`src/rtl/bcd_scan_pkg.sv`:
```
// Shared types and constants for the BCD scan sequencer.
// Optional position skipping is enabled with BCD_SCAN_SKIP_MASK_EN.
package bcd_scan_pkg;

  typedef enum logic {
    IDLE = 1'b0,
    SCAN = 1'b1
  } state_e;

  localparam logic [3:0] BLANK_CODE = 4'b1111;
  localparam logic [3:0] MAX_IDX    = 4'd10;
  localparam int         NUM_POS    = 11;

  // Position indices above the last decoder output are folded onto it.
  function automatic logic [3:0] clamp_last(input logic [3:0] v);
    return (v > MAX_IDX) ? MAX_IDX : v;
  endfunction

endpackage

```
`src/rtl/bcd_scan_next.sv`:
```
// Position sequencing helper: first, next and end-of-pass for the scan.
// With BCD_SCAN_SKIP_MASK_EN, masked positions are skipped.
module bcd_scan_next
  import bcd_scan_pkg::*;
(
  input  logic [3:0]         i_cur,
  input  logic [3:0]         i_last,
`ifdef BCD_SCAN_SKIP_MASK_EN
  input  logic [NUM_POS-1:0] i_mask,
`endif
  output logic [3:0]         o_first,
  output logic               o_none,
  output logic [3:0]         o_next,
  output logic               o_end
);

`ifdef BCD_SCAN_SKIP_MASK_EN
  // Walking downward lets the lowest qualifying index win.
  always_comb begin
    // NOTE: every output gets a default first so no path leaves it unassigned (no latch).
    o_first = '0;
    o_none  = 1'b1;
    o_next  = '0;
    o_end   = 1'b1;
    for (int i = NUM_POS - 1; i >= 0; i--) begin
      if (!i_mask[i] && (i <= int'(i_last))) begin
        o_first = 4'(i);
        o_none  = 1'b0;
        if (i > int'(i_cur)) begin
          o_next = 4'(i);
          o_end  = 1'b0;
        end
      end
    end
  end
`else
  assign o_first = '0;
  assign o_none  = 1'b0;
  assign o_next  = i_cur + 4'd1;
  assign o_end   = (i_cur == i_last);
`endif

endmodule

```
`src/rtl/bcd_scan_ctrl.sv`:
```
// Scan sequencer driving the BCD input of an 11-output one-hot decoder.
// Optional skip mask input is enabled with BCD_SCAN_SKIP_MASK_EN.
module bcd_scan_ctrl
  import bcd_scan_pkg::*;
#(
  parameter int DWELL_W = 8
) (
  input  logic               CLK,
  input  logic               RSTN,
  input  logic               START,
  input  logic               STOP,
  input  logic               CONT,
  input  logic [3:0]         LAST,
  input  logic [DWELL_W-1:0] DWELL,
`ifdef BCD_SCAN_SKIP_MASK_EN
  input  logic [NUM_POS-1:0] MASK,
`endif
  output logic [3:0]         B,
  output logic               BUSY,
  output logic               STEP,
  output logic               DONE
);

  state_e             r_state, w_state_nxt;
  logic [3:0]         r_b, w_b_nxt;
  logic               r_busy, w_busy_nxt;
  logic               r_step, w_step_nxt;
  logic               r_done, w_done_nxt;
  logic [DWELL_W-1:0] r_cnt, w_cnt_nxt;
  logic               r_cont, w_cont_nxt;
  logic [3:0]         r_last, w_last_nxt;
  logic [DWELL_W-1:0] r_dwell, w_dwell_nxt;
  logic [3:0]         w_sel_last;
  logic [3:0]         w_first, w_next;
  logic               w_none, w_end;

  // In IDLE the helper sees the live request so the first position is known at START.
  assign w_sel_last = (r_state == IDLE) ? clamp_last(LAST) : r_last;

`ifdef BCD_SCAN_SKIP_MASK_EN
  logic [NUM_POS-1:0] r_mask, w_mask_nxt;
  logic [NUM_POS-1:0] w_sel_mask;
  assign w_sel_mask = (r_state == IDLE) ? MASK : r_mask;
`endif

  bcd_scan_next u_next (
    .i_cur   (r_b),
    .i_last  (w_sel_last),
`ifdef BCD_SCAN_SKIP_MASK_EN
    .i_mask  (w_sel_mask),
`endif
    .o_first (w_first),
    .o_none  (w_none),
    .o_next  (w_next),
    .o_end   (w_end)
  );

  always_comb begin
    w_state_nxt = r_state;
    w_b_nxt     = r_b;
    w_busy_nxt  = r_busy;
    w_step_nxt  = 1'b0;
    w_done_nxt  = 1'b0;
    w_cnt_nxt   = r_cnt;
    w_cont_nxt  = r_cont;
    w_last_nxt  = r_last;
    w_dwell_nxt = r_dwell;
`ifdef BCD_SCAN_SKIP_MASK_EN
    w_mask_nxt  = r_mask;
`endif
    unique case (r_state)
      IDLE: begin
        if (START && !STOP) begin
          w_cont_nxt  = CONT;
          w_last_nxt  = w_sel_last;
          w_dwell_nxt = DWELL;
`ifdef BCD_SCAN_SKIP_MASK_EN
          w_mask_nxt  = MASK;
`endif
          if (w_none) begin
            w_done_nxt = 1'b1;
          end else begin
            w_state_nxt = SCAN;
            w_b_nxt     = w_first;
            w_busy_nxt  = 1'b1;
            w_step_nxt  = 1'b1;
            w_cnt_nxt   = DWELL;
          end
        end
      end
      SCAN: begin
        if (STOP) begin
          w_state_nxt = IDLE;
          w_b_nxt     = BLANK_CODE;
          w_busy_nxt  = 1'b0;
        end else if (r_cnt != '0) begin
          w_cnt_nxt = r_cnt - 1'b1;
        end else if (!w_end) begin
          w_b_nxt    = w_next;
          w_cnt_nxt  = r_dwell;
          w_step_nxt = 1'b1;
        end else if (r_cont) begin
          w_b_nxt    = w_first;
          w_cnt_nxt  = r_dwell;
          w_step_nxt = 1'b1;
        end else begin
          w_state_nxt = IDLE;
          w_b_nxt     = BLANK_CODE;
          w_busy_nxt  = 1'b0;
          w_done_nxt  = 1'b1;
        end
      end
      default: w_state_nxt = IDLE;
    endcase
  end

  always_ff @(posedge CLK or negedge RSTN) begin
    if (!RSTN) begin
      r_state <= IDLE;
      r_b     <= BLANK_CODE;
      r_busy  <= 1'b0;
      r_step  <= 1'b0;
      r_done  <= 1'b0;
      r_cnt   <= '0;
      r_cont  <= 1'b0;
      r_last  <= '0;
      r_dwell <= '0;
`ifdef BCD_SCAN_SKIP_MASK_EN
      r_mask  <= '0;
`endif
    end else begin
      // NOTE: non-blocking so every register samples pre-edge values together.
      r_state <= w_state_nxt;
      r_b     <= w_b_nxt;
      r_busy  <= w_busy_nxt;
      r_step  <= w_step_nxt;
      r_done  <= w_done_nxt;
      r_cnt   <= w_cnt_nxt;
      r_cont  <= w_cont_nxt;
      r_last  <= w_last_nxt;
      r_dwell <= w_dwell_nxt;
`ifdef BCD_SCAN_SKIP_MASK_EN
      r_mask  <= w_mask_nxt;
`endif
    end
  end

  assign B    = r_b;
  assign BUSY = r_busy;
  assign STEP = r_step;
  assign DONE = r_done;

endmodule

```
`config.mk`:
```
export PLATFORM = sky130hd
export DESIGN_NAME = bcd_scan_ctrl
export DESIGN_NICKNAME = d
export VERILOG_FILES = /design/src/rtl/bcd_scan_pkg.sv /design/src/rtl/bcd_scan_next.sv /design/src/rtl/bcd_scan_ctrl.sv
export SDC_FILE = /design/constraint.sdc
export NUM_CORES = 1
export LEC_CHECK = 0
export BUFFER_PORTS_ARGS = -buffer_cell sky130_fd_sc_hd__buf_2
export CAP_MARGIN = 25
export CORE_MARGIN = 5
export CORE_UTILIZATION = 42
export CTS_CLUSTER_SIZE = 10
export DETAILED_ROUTE_END_ITERATION = 6
export HOLD_SLACK_MARGIN = 0.05
export PLACE_DENSITY = 0.73
export RECOVER_POWER = 100
export SLEW_MARGIN = 40
export SYNTH_ARGS = -nofsm -noshare
export SYNTH_HDL_FRONTEND = slang
export SYNTH_HIERARCHICAL = 1
export SYNTH_SLANG_ARGS = --single-unit
```
`constraint.sdc`:
```
create_clock -name CLK -period 7.7 [get_ports CLK]
set_clock_uncertainty 0.1 [all_clocks]
set_input_delay 1.54 -clock CLK [delete_from_list [all_inputs] [get_ports CLK]]
set_output_delay 1.54 -clock CLK [all_outputs]
set_load 0.01 [all_outputs]
```
==> results of run 1 <==
## sequential cells by signal (all words and copies together) (netlist names), 4 cells and up
| register | flops |
|---|---|
| B | 4 |
| r_cnt | 8 |
| r_dwell | 8 |
| r_last | 4 |
## report_power, final
part | internal (mW) | switching (mW) | leakage, nW
registers | 0.184 | 0.0327 | 0.344
logic | 0.0634 | 0.0727 | 0.487
clock network | 0.0641 | 0.0573 | 0.0395
## cells in the final DEF (no fill, tap or decap), drive strengths merged, types with 3 or more instances in the layout
master / Yosys / routed
a21oi: 8 / 8
dfrtp: 25 / 25
clkbuf: 4 / 14
inv: 6 / 6
a31oi: 5 / 5
o22ai: 4 / 4
nand2: 43 / 43
o21a: 3 / 3
buf: 9 / 18
o2bb2ai: 3 / 3
o21ai: 10 / 10
ha: 3 / 3
nand3: 5 / 5
o211ai: 4 / 4
conb: 1 / 5
xor2: 5 / 5
nor2: 7 / 7
nor2b: 4 / 4
o32a: 4 / 4
dfstp: 4 / 4
nand2b: 7 / 7
mux2: 4 / 4
## final timing paths
| check | from | end | slack (ns) |
|---|---|---|---|
| worst max-delay path | LAST[3] | r_cnt[6] | 3.67 |
| worst min-delay path | r_dwell[3] | r_dwell[3] | 0.38 |
| worst max register to register | r_state | r_cnt[6] | 4.13 |
| worst min register to register | r_dwell[3] | r_dwell[3] | 0.38 |
| max in group asynchronous | RSTN | r_cnt[5] | 5.03 |
| min in group asynchronous | RSTN | r_last[0] | 1.55 |
## logic make-up after synthesis
family,count (synthesis)
and+or+nand+nor,80
AOI/OAI and AO/OA,58
DFF,29
buffers and inverters,19
xor gates and xnor gates,7
muxes,6
adders and majority gates,3
other,1
## worst register-to-register path, delay by kind of cell, from the launching register on
kind	cells	cell delay, ns
compound gates	4	1.13
xor+xnor	1	0.08
buf+inv	2	0.65
flops	1	0.36
simple gates	3	1.15
## stage by stage
step           hold WS, ns  std cells  total power, mW
6_report             0.379        278            0.474
2_1_floorplan        0.340        207            0.325
3_3_place_gp         0.358        270            0.359
5_1_grt              0.403        278            0.508
4_1_cts              0.384        278            0.484
3_5_place_dp         0.368        270            0.362
## layout make-up
type | instances | area share (%)
Clock buffer | 8 | 3.98
Inverter | 6 | 1.12
Multi-Input combinational cell | 159 | 49.7
Sequential cell | 29 | 36.3
Tap cell | 52 | 3.23
Timing Repair Buffer | 24 | 5.71
## routing by layer
layer | wire length [µm] | up-vias | part of all wire (%)
li1 | - | 769 | -
met1 | 1960 | 757 | 46
met2 | 1940 | 53 | 46
met3 | 235 | 9 | 5.6
met4 | 84 | 0 | 2.0
met5 | 0 | - | 0
==> run_results.csv, run 1 <==
group,metric,value,unit
placement,place.detailed.hpwl,2.93,mm
synth,synth.top_cells.by_area,"sky130_fd_sc_hd__dfrtp_1 34%, sky130_fd_sc_hd__nand2_1 8.7%, sky130_fd_sc_hd__dfstp_2 5.7%",
global_route,vias_in_the_first_global_route,1546,
global_route,most_crowded_layer_after_global_routing,"met2",
global_route,grt.met2_usage,22.8,%
clock_tree,ctsHtreeMaxLevel,2,
synth,synth_top_cell_area_share,33.9,%
synth,postSynthCellCount,203,
drt,total_wire_length,4.22,mm
floorplanning,initial_utilization,42.7,%
floorplanning,placementRows,24,
drt,dr.first_iter.drc_count,142,
global_route,grt.met3_usage,3.55,%
clock_tree,cts_buffers,5,
synth,simple_gate_fraction_of_synth_area,21.8,%
final_layout,fin_area,2010,µm²
setup_path,crit_chain,"buf_2, a21oi_1, a21oi_1, xor2_1, nor4_1, nand2b_1, o31ai_1, a21oi_1, a21o_1",
drt,antenna_violating_nets_post_route,0,
drt,detail_route.first_pass.iterations,4,
synth,post_synth_instance_area,1850,µm²
floorplanning,top_level_ports,24,
worst_hold_path,worst_hold_path_type,"reg -> reg",
synth,seq_area_frac_synth,39.6,%
setup_path,path_class,"in -> reg",
final_layout,post-route-util,46.6,%
setup_path,crit_path_end_kind,"flip-flop",
global_route,grt_util_met1,20.9,%
placement,io_buffers,23,
setup_path,cp_num_buf_inv,1,
placement,dp_slack,3.75,ns
synth,synth_seq_cells,29,
clock_tree,clock_insertion_delay_worst_skew,0.28,ns
final_layout,register_area,731,µm²
sta,relSlewSlack,-5.98,%
floorplanning,die_width,76.3,µm
sta,fin_crit,4.03,ns
drt,post_drt_wl_per_cell,15.2,µm
setup_path,critical_path_peak_fanout,7,
final_layout,design.final.nets,245,
final_layout,filler_cell_count,447,
clock_tree,cts_resizes,0,
synth,asyncSetResetFlopFracSynth,100,%
sta,number_of_failing_hold_endpoints_at_the_final_stage,0,
power_and_ir_drop,power.leakage,0.871,nW
synth,netlist_top_cells_count,"43 x sky130_fd_sc_hd__nand2_1, 25 x sky130_fd_sc_hd__dfrtp_1, 10 x sky130_fd_sc_hd__o21ai_0",
clock_tree,cts_hold_repair.buffers,0,
sta,max_clock_freq,248,MHz
global_route,antenna_found_initial,0,
setup_path,crit_path_dat,4.10,ns
status,failed_checks,"max-capacitance violations, max-slew violations",
synth,yosysTopAreaCell,"sky130_fd_sc_hd__dfrtp_1",
synth,post_synth_mux_area_share,3.52,%
clock_tree,clock_path_buffers,2,
global_route,grt_util_all_layers,15.2,%
power_and_ir_drop,worst_ir_drop_vdd,0.0946,mV
worst_hold_path,holdPathStages,2,
placement,routabilityCongestion,0.931,
global_route,grt_pass1_wl,7.33,mm
synth,netlist-cell-type-count,55,
clock_tree,clk_root_buffer_cell,"sky130_fd_sc_hd__clkbuf_8",
synth,synth-edff-count,0,
run,max_capacitance_violation_total,1,
sta,drv_slew,30,
clock_tree,cts_tree,"done",
global_route,globalRoute.totalOverflow,0,
final_layout,areaGrowthSynthToFinish,9.08,%
clock_tree,clkSinkCount,29,
setup_path,crit_path_frequent_cell,"sky130_fd_sc_hd__a21oi_1",
final_layout,area_used_by_multi_input_combinational_logic,1000,µm²
floorplanning,coreArea,4320,µm²
setup_path,crit_path_top_delay_cell,"sky130_fd_sc_hd__nor4_1",
status,status,"finished with violations",
placement,placed_cell_area,1970,µm²
synth,synth-main-ff-cell,"sky130_fd_sc_hd__dfrtp_1",
final_layout,n_antenna_cell,0,
synth,synth_most_common_cell,"sky130_fd_sc_hd__nand2_1",
setup_path,rr_worst_depth,10,
synth,synth_area_per_cell,9.10,µm²
global_route,grt_max_degree,30,
synth,combinational_family_with_the_most_area_after_synthesis,"compound AO/OA/AOI/OAI gates",
power_and_ir_drop,pwr_density_cell,235,nW/µm²
floorplanning,fp.dieH,76.3,µm
sta,finalWorstSetupSlack,3.67,ns
setup_path,worst_ep_required_time,7.78,ns
sta,grt_setup_unrepaired,"false",
sta,finalSetupViolCount,0,
synth,synth_compound_area_share,23.8,%
sta,finalCritPeriodShare,52.3,%
setup_path,critical_path_depth,9,
clock_tree,cts_setup_buffers,0,
synth,synthesis.yosys.warnings,6,
sta,worst-slew-pin-transition,1.59,ns
drt,drc,0,
clock_tree,clock_transition_at_the_registers_of_the_reported_paths,0.06,ns
final_layout,drive_above_1_share,12.8,%
setup_path,worst_path_dominant_cell_family,"compound AO/OA/AOI/OAI gates",
sta,final.setup.tns,0,ns
setup_path,kind_of_launch_point_of_the_worst_setup_path,"input pin",
synth,synth_xor_area_share,3.32,%
drt,drt-vias-per-instance,5.71,
floorplanning,design.die.area,5820,µm²
synth,synth-adder-area-share,2.03,%
setup_path,critical_path.max_stage_delay,0.84,ns
drt,via_count,1588,
Power figures use the tool's default switching activity.
==> run 2, diff against run 1 <==
ABC_AREA = 1   (was not set)
clock period = 4.1 ns   (was 7.7 ns; I/O delays follow)
==> run_results.csv, run 2 <==
group,metric,value,unit
drt,drc,0,
global_route,globalRoute.totalOverflow,0,
setup_path,path_class,"in -> reg",
global_route,grt_max_degree,30,
setup_path,kind_of_launch_point_of_the_worst_setup_path,"input pin",
clock_tree,ctsHtreeMaxLevel,2,
worst_hold_path,worst_min_delay_path_endpoint,"r_last[3]",
sta,grt_setup_unrepaired,"false",
setup_path,r2r_start,"r_state",
clock_tree,clock_insertion_delay_worst_skew,0.28,ns
global_route,grt_util_met1,18.2,%
synth,post_synth_instance_area,1890,µm²
final_layout,largestRegisters,"r_cnt x8, r_dwell x8",
global_route,grt.met2_usage,24.3,%
status,status,"finished with violations",
clock_tree,clk_root_buffer_cell,"sky130_fd_sc_hd__clkbuf_8",
clock_tree,clock_path_buffers,2,
clock_tree,clock_transition_at_the_registers_of_the_reported_paths,0.06,ns
floorplanning,top_level_ports,24,
clock_tree,cts_tree,"done",
synth,synth_top_cell_area_share,33.1,%
synth,synth-main-ff-cell,"sky130_fd_sc_hd__dfrtp_1",
clock_tree,clkSinkCount,29,
final_layout,design.final.nets,307,
final_layout,areaGrowthSynthToFinish,8.02,%
sta,finalSetupViolCount,0,
synth,synth.top_cells.by_area,"sky130_fd_sc_hd__dfrtp_1 33%, sky130_fd_sc_hd__nand2_1 16%, sky130_fd_sc_hd__nor2_1 7.0%",
synth,postSynthCellCount,263,
drt,drt-vias-per-instance,4.85,
worst_hold_path,holdPathStages,2,
placement,dp.cells,332,
global_route,grt_pass1_wl,6.98,mm
floorplanning,initial_utilization,43.4,%
final_layout,n_antenna_cell,0,
global_route,antenna_found_initial,0,
sta,final.setup.tns,0,ns
worst_hold_path,worst_hold_path_type,"reg -> reg",
placement,io_buffers,23,
sta,relSlewSlack,-6.32,%
synth,synth_most_common_cell,"sky130_fd_sc_hd__nand2_1",
synth,synth-edff-count,0,
sta,finalCritPeriodShare,74.2,%
synth,yosysTopAreaCell,"sky130_fd_sc_hd__dfrtp_1",
power_and_ir_drop,worst_ir_drop_vdd,0.288,mV
final_layout,final_common_cell,"sky130_fd_sc_hd__nand2_1",
global_route,grt.met3_usage,3.86,%
synth,asyncSetResetFlopFracSynth,100,%
drt,via_count,1648,
synth,seq_area_frac_synth,38.7,%
setup_path,timing.reg2reg.setup_slack,1.26,ns
global_route,most_crowded_layer_after_global_routing,"met2",
global_route,vias_in_the_first_global_route,1542,
clock_tree,cts_resizes,0,
synth,synth_seq_cells,29,
synth,synthesis.yosys.warnings,6,
sta,drv_slew,30,
floorplanning,die_width,77.0,µm
sta,finalWorstSetupSlack,1.06,ns
power_and_ir_drop,power.leakage,1.07,nW
global_route,grt_util_all_layers,14.7,%
sta,max_clock_freq,329,MHz
placement,routabilityCongestion,0.835,
setup_path,critical_path_peak_fanout,14,
drt,post_drt_wl_per_cell,12.2,µm
final_layout,filler_cell_count,444,
synth,netlist_top_cells_count,"79 x sky130_fd_sc_hd__nand2_1, 35 x sky130_fd_sc_hd__nor2_1, 29 x sky130_fd_sc_hd__inv_1",
status,failed_checks,"max-capacitance violations, max-slew violations",
drt,antenna_violating_nets_post_route,0,
power_and_ir_drop,pwr_density_cell,690,nW/µm²
setup_path,crit_path_end_kind,"flip-flop",
placement,dp_slack,1.09,ns
clock_tree,cts_buffers,5,
drt,detail_route.first_pass.iterations,4,
clock_tree,cts_setup_buffers,0,
final_layout,layout.cells.non_filler,340,
setup_path,crit_path_dat,3.08,ns
synth,synth_area_per_cell,7.18,µm²
setup_path,worst_r2r_endpoint,"r_cnt[1]",
floorplanning,design.die.area,5940,µm²
worst_hold_path,hp-start,"r_last[3]",
floorplanning,fp.dieH,77.0,µm
synth,netlist-cell-type-count,29,
final_layout,layout_common_cells,"81 x sky130_fd_sc_hd__nand2_1, 37 x sky130_fd_sc_hd__nor2_1, 31 x sky130_fd_sc_hd__inv_1",
drt,dr.first_iter.drc_count,103,
final_layout,post-route-util,46.8,%
final_layout,drive_above_1_share,14.6,%
sta,worst-slew-pin-transition,1.59,ns
sta,fin_crit,3.04,ns
clock_tree,cts_hold_repair.buffers,0,
setup_path,worst_ep_required_time,4.14,ns
run,max_capacitance_violation_total,1,
floorplanning,coreArea,4350,µm²
drt,total_wire_length,4.16,mm
setup_path,rr_worst_depth,16,
floorplanning,placementRows,24,
placement,place.detailed.hpwl,3.00,mm
sta,number_of_failing_hold_endpoints_at_the_final_stage,0,
-- run 2: cell types whose count changed after synthesis, moves of 5 or more --
cell,before,now
sky130_fd_sc_hd__a31oi_1,5,0
sky130_fd_sc_hd__inv_1,6,29
sky130_fd_sc_hd__nand2_1,43,79
sky130_fd_sc_hd__nand2_4,0,5
sky130_fd_sc_hd__nand2b_1,7,0
sky130_fd_sc_hd__nand3_1,5,12
sky130_fd_sc_hd__nor2_1,6,35
sky130_fd_sc_hd__nor2_2,0,6
sky130_fd_sc_hd__o21ai_0,10,19
-- run 2: critical path, cell delays in order --
cell and delay, ns:
sky130_fd_sc_hd__buf_2 0.10, sky130_fd_sc_hd__nand2_1 0.05, sky130_fd_sc_hd__inv_1 0.03, sky130_fd_sc_hd__o21ai_0 0.25
sky130_fd_sc_hd__nand3_1 0.14, sky130_fd_sc_hd__nand2_1 0.11, sky130_fd_sc_hd__nand2_1 0.05, sky130_fd_sc_hd__nand2_1 0.07
sky130_fd_sc_hd__nand2_1 0.05, sky130_fd_sc_hd__nor2_1 0.28, sky130_fd_sc_hd__inv_1 0.10, sky130_fd_sc_hd__nor2_1 0.22
sky130_fd_sc_hd__nor2_4 0.05, sky130_fd_sc_hd__inv_1 0.07, sky130_fd_sc_hd__nand2_1 0.08, sky130_fd_sc_hd__clkinv_1 0.05
sky130_fd_sc_hd__nand2_1 0.29, sky130_fd_sc_hd__nand2_1 0.16, sky130_fd_sc_hd__o21ai_0 0.09
-- run 2: power by group --
part / switching (mW) / internal [mW]
combinational: 0.418 / 0.238
clock: 0.111 / 0.117
sequential: 0.107 / 0.418
-- run 2: cell type report --
| class | count | area (µm²) | area share, % |
|---|---|---|---|
| Tap cell | 52 | 65.1 | 3.19 |
| Sequential cell | 29 | 731 | 35.8 |
| Multi-Input combinational cell | 193 | 917 | 45.0 |
| Timing Repair Buffer | 24 | 116 | 5.71 |
| Clock inverter | 2 | 10.0 | 0.491 |
| Inverter | 34 | 128 | 6.26 |
| Clock buffer | 6 | 72.6 | 3.56 |
-- run 2: logic make-up after synthesis --
logic type | count (synthesis) | share of synthesized area [%]
other cells | 1 | 0.199
fa+ha+maj | 3 | 1.99
xor+xnor | 4 | 1.86
flops | 29 | 38.7
compound gates | 37 | 11.2
buf+inv | 45 | 11.4
simple gates | 144 | 34.7
-- run 2: stage by stage --
stage	instance area [µm²]	power [mW]	hold WS [ns]
after detailed placement	2000	1.22	0.359
after floorplan	1900	1.07	0.342
final	2040	1.41	0.371
after global placement	2000	1.20	0.356
after global routing	2040	1.54	0.430
after CTS	2090	1.45	0.374
-- run 2: how the worst max path moves through the flow --
stage / from / endpoint / slack [ns] / cells past startpoint
floorplan: LAST[0] / r_cnt[1] / 1.43 / 19
global placement: LAST[0] / r_cnt[3] / 1.19 / 20
detailed placement: LAST[0] / r_cnt[4] / 1.09 / 20
CTS: LAST[0] / r_cnt[4] / 1.38 / 20
global route: LAST[0] / r_cnt[0] / 0.74 / 19
finish: LAST[1] / r_cnt[1] / 1.06 / 19
-- run 2: layer usage --
layer / share of wire [%] / vias up
met5: 0 / -
met3: 3.9 / 7
met1: 46 / 759
met2: 48 / 30
met4: 2.0 / 0
li1: - / 852
==> run 3, diff against run 2 <==
ABC_AREA = 0   (was 1)
clock period = 2.85 ns   (was 4.1 ns; I/O delays follow)
==> run_results.csv, run 3 (synthesized netlist as in run 1, its figures left out) <==
group,metric,value,unit
power_and_ir_drop,worst_ir_drop_vdd,0.325,mV
placement,dp.cells,275,
sta,final.setup.tns,0,ns
floorplanning,placementRows,24,
floorplanning,die_width,76.3,µm
floorplanning,top_level_ports,24,
setup_path,worst_ep_required_time,2.93,ns
sta,finalCritPeriodShare,87.6,%
drt,via_count,1564,
power_and_ir_drop,internal_power,0.878,mW
status,failed_checks,"max-capacitance violations, max-slew violations",
power_and_ir_drop,power.clock.fraction,26.1,%
clock_tree,clock_path_buffers,2,
clock_tree,ctsHtreeMaxLevel,2,
setup_path,crit_path_end_kind,"flip-flop",
power_and_ir_drop,power.leakage,0.907,nW
status,status,"finished with violations",
setup_path,path_class,"reg -> reg",
final_layout,n_antenna_cell,0,
clock_tree,clock_insertion_delay_worst_skew,0.28,ns
setup_path,kind_of_launch_point_of_the_worst_setup_path,"flip-flop",
floorplanning,coreArea,4320,µm²
final_layout,drive_above_1_share,16.5,%
power_and_ir_drop,switching_share,34.3,%
placement,io_buffers,23,
final_layout,fin_area,2080,µm²
sta,drv_slew,30,
drt,dr.first_iter.drc_count,107,
power_and_ir_drop,switching_power,0.459,mW
global_route,globalRoute.totalOverflow,0,
global_route,grt_max_degree,30,
drt,post_drt_wl_per_cell,15.1,µm
power_and_ir_drop,pwr_density_cell,643,nW/µm²
floorplanning,initial_utilization,42.7,%
global_route,grt_util_all_layers,15.6,%
clock_tree,cts_hold_repair.buffers,0,
final_layout,design.final.nets,250,
power_and_ir_drop,combinationalPowerShare,29.7,%
drt,drc,0,
placement,placed_cell_area,2010,µm²
clock_tree,cts_tree,"done",
clock_tree,cts_buffers,5,
clock_tree,cts_resizes,0,
placement,routabilityCongestion,0.877,
final_layout,layout.cells.non_filler,283,
setup_path,critical_path_peak_fanout,6,
power_and_ir_drop,design_power_total,1.34,mW
drt,total_wire_length,4.28,mm
setup_path,crit_path_dat,2.57,ns
final_layout,post-route-util,48.1,%
clock_tree,clkSinkCount,29,
clock_tree,cts_setup_buffers,0,
global_route,antenna_found_initial,0,
drt,detail_route.first_pass.iterations,4,
sta,finalWorstSetupSlack,0.352,ns
clock_tree,clk_root_buffer_cell,"sky130_fd_sc_hd__clkbuf_8",
sta,worst-slew-pin-transition,1.55,ns
final_layout,final_common_cell,"sky130_fd_sc_hd__nand2_1",
sta,number_of_failing_hold_endpoints_at_the_final_stage,0,
run,max_capacitance_violation_total,1,
clock_tree,clock_transition_at_the_registers_of_the_reported_paths,0.06,ns
floorplanning,design.die.area,5820,µm²
final_layout,layout_common_cells,"43 x sky130_fd_sc_hd__nand2_1, 25 x sky130_fd_sc_hd__dfrtp_1, 19 x sky130_fd_sc_hd__buf_2",
sta,finalSetupViolCount,0,
final_layout,largestRegisters,"r_cnt x8, r_dwell x8",
sta,fin_hold_ws,0.373,ns
placement,place.detailed.hpwl,3.10,mm
final_layout,filler_cell_count,431,
final_layout,areaGrowthSynthToFinish,12.6,%
worst_hold_path,worst_hold_path_type,"in -> reg",
placement,dp_slack,0.314,ns
sta,grt_setup_unrepaired,"false",
global_route,vias_in_the_first_global_route,1532,
sta,fin_crit,2.50,ns
drt,antenna_violating_nets_post_route,0,
sta,max_clock_freq,400,MHz
drt,drt-vias-per-instance,5.53,
power_and_ir_drop,sequential_power_share,44.2,%
sta,relSlewSlack,-3.60,%
floorplanning,fp.dieH,76.3,µm
global_route,grt_pass1_wl,7.44,mm
run 3: changes by cell type in the layout (fill, tap and decap cells not counted), moves of 5 or more:
cell / before / now
sky130_fd_sc_hd__nand2_1: 81 / 43
sky130_fd_sc_hd__nand3_1: 12 / 5
sky130_fd_sc_hd__inv_1: 31 / 6
sky130_fd_sc_hd__o21ai_0: 22 / 10
sky130_fd_sc_hd__nor2_1: 37 / 6
sky130_fd_sc_hd__a31oi_1: 0 / 5
sky130_fd_sc_hd__nand2b_1: 0 / 7
sky130_fd_sc_hd__nor2_2: 5 / 0
run 3: area by class of cell:
| class | count | area [µm²] | area share (%) |
|---|---|---|---|
| repair buffers | 29 | 151 | 7.28 |
| well taps | 52 | 65.1 | 3.13 |
| flip-flops and latches | 29 | 731 | 35.1 |
| clock buffers | 8 | 90.1 | 4.33 |
| multi-input cells | 159 | 1020 | 49.0 |
| inverters | 6 | 22.5 | 1.08 |
run 3: path summary, 6_finish.rpt:
kind	start	end	slack, ns	cells past startpoint
max in group asynchronous	RSTN	r_dwell[6]	1.19	1
max reg2reg	r_state	r_cnt[6]	0.35	7
min	CONT	r_cont	0.37	3
min reg2reg	r_dwell[3]	r_dwell[3]	0.38	2
max	r_state	r_cnt[6]	0.35	7
min in group asynchronous	RSTN	r_last[1]	0.57	1
run 3: metal layers:
metal,track usage [%],routed length (µm)
met1,20.3,1980
met2,24.7,1970
met4,7.17,96
met3,3.19,239
met5,0,0
run 3: critical path: stages (launching register included):
cell	delay [ns]
sky130_fd_sc_hd__dfrtp_1	0.44
sky130_fd_sc_hd__mux2_2	0.37
sky130_fd_sc_hd__xor2_1	0.17
sky130_fd_sc_hd__nor4_4	0.28
sky130_fd_sc_hd__nand2b_1	0.13
sky130_fd_sc_hd__o31ai_1	0.51
sky130_fd_sc_hd__a21oi_2	0.20
sky130_fd_sc_hd__a21o_1	0.19
run 3: power groups by stage:
stage / clock network (mW) / registers (mW) / logic (mW)
2_1_floorplan: 0 / 0.582 / 0.306
3_3_place_gp: 0 / 0.600 / 0.394
3_5_place_dp: 0 / 0.603 / 0.403
4_1_cts: 0.361 / 0.596 / 0.406
5_1_grt: 0.379 / 0.606 / 0.447
6_report: 0.350 / 0.591 / 0.397
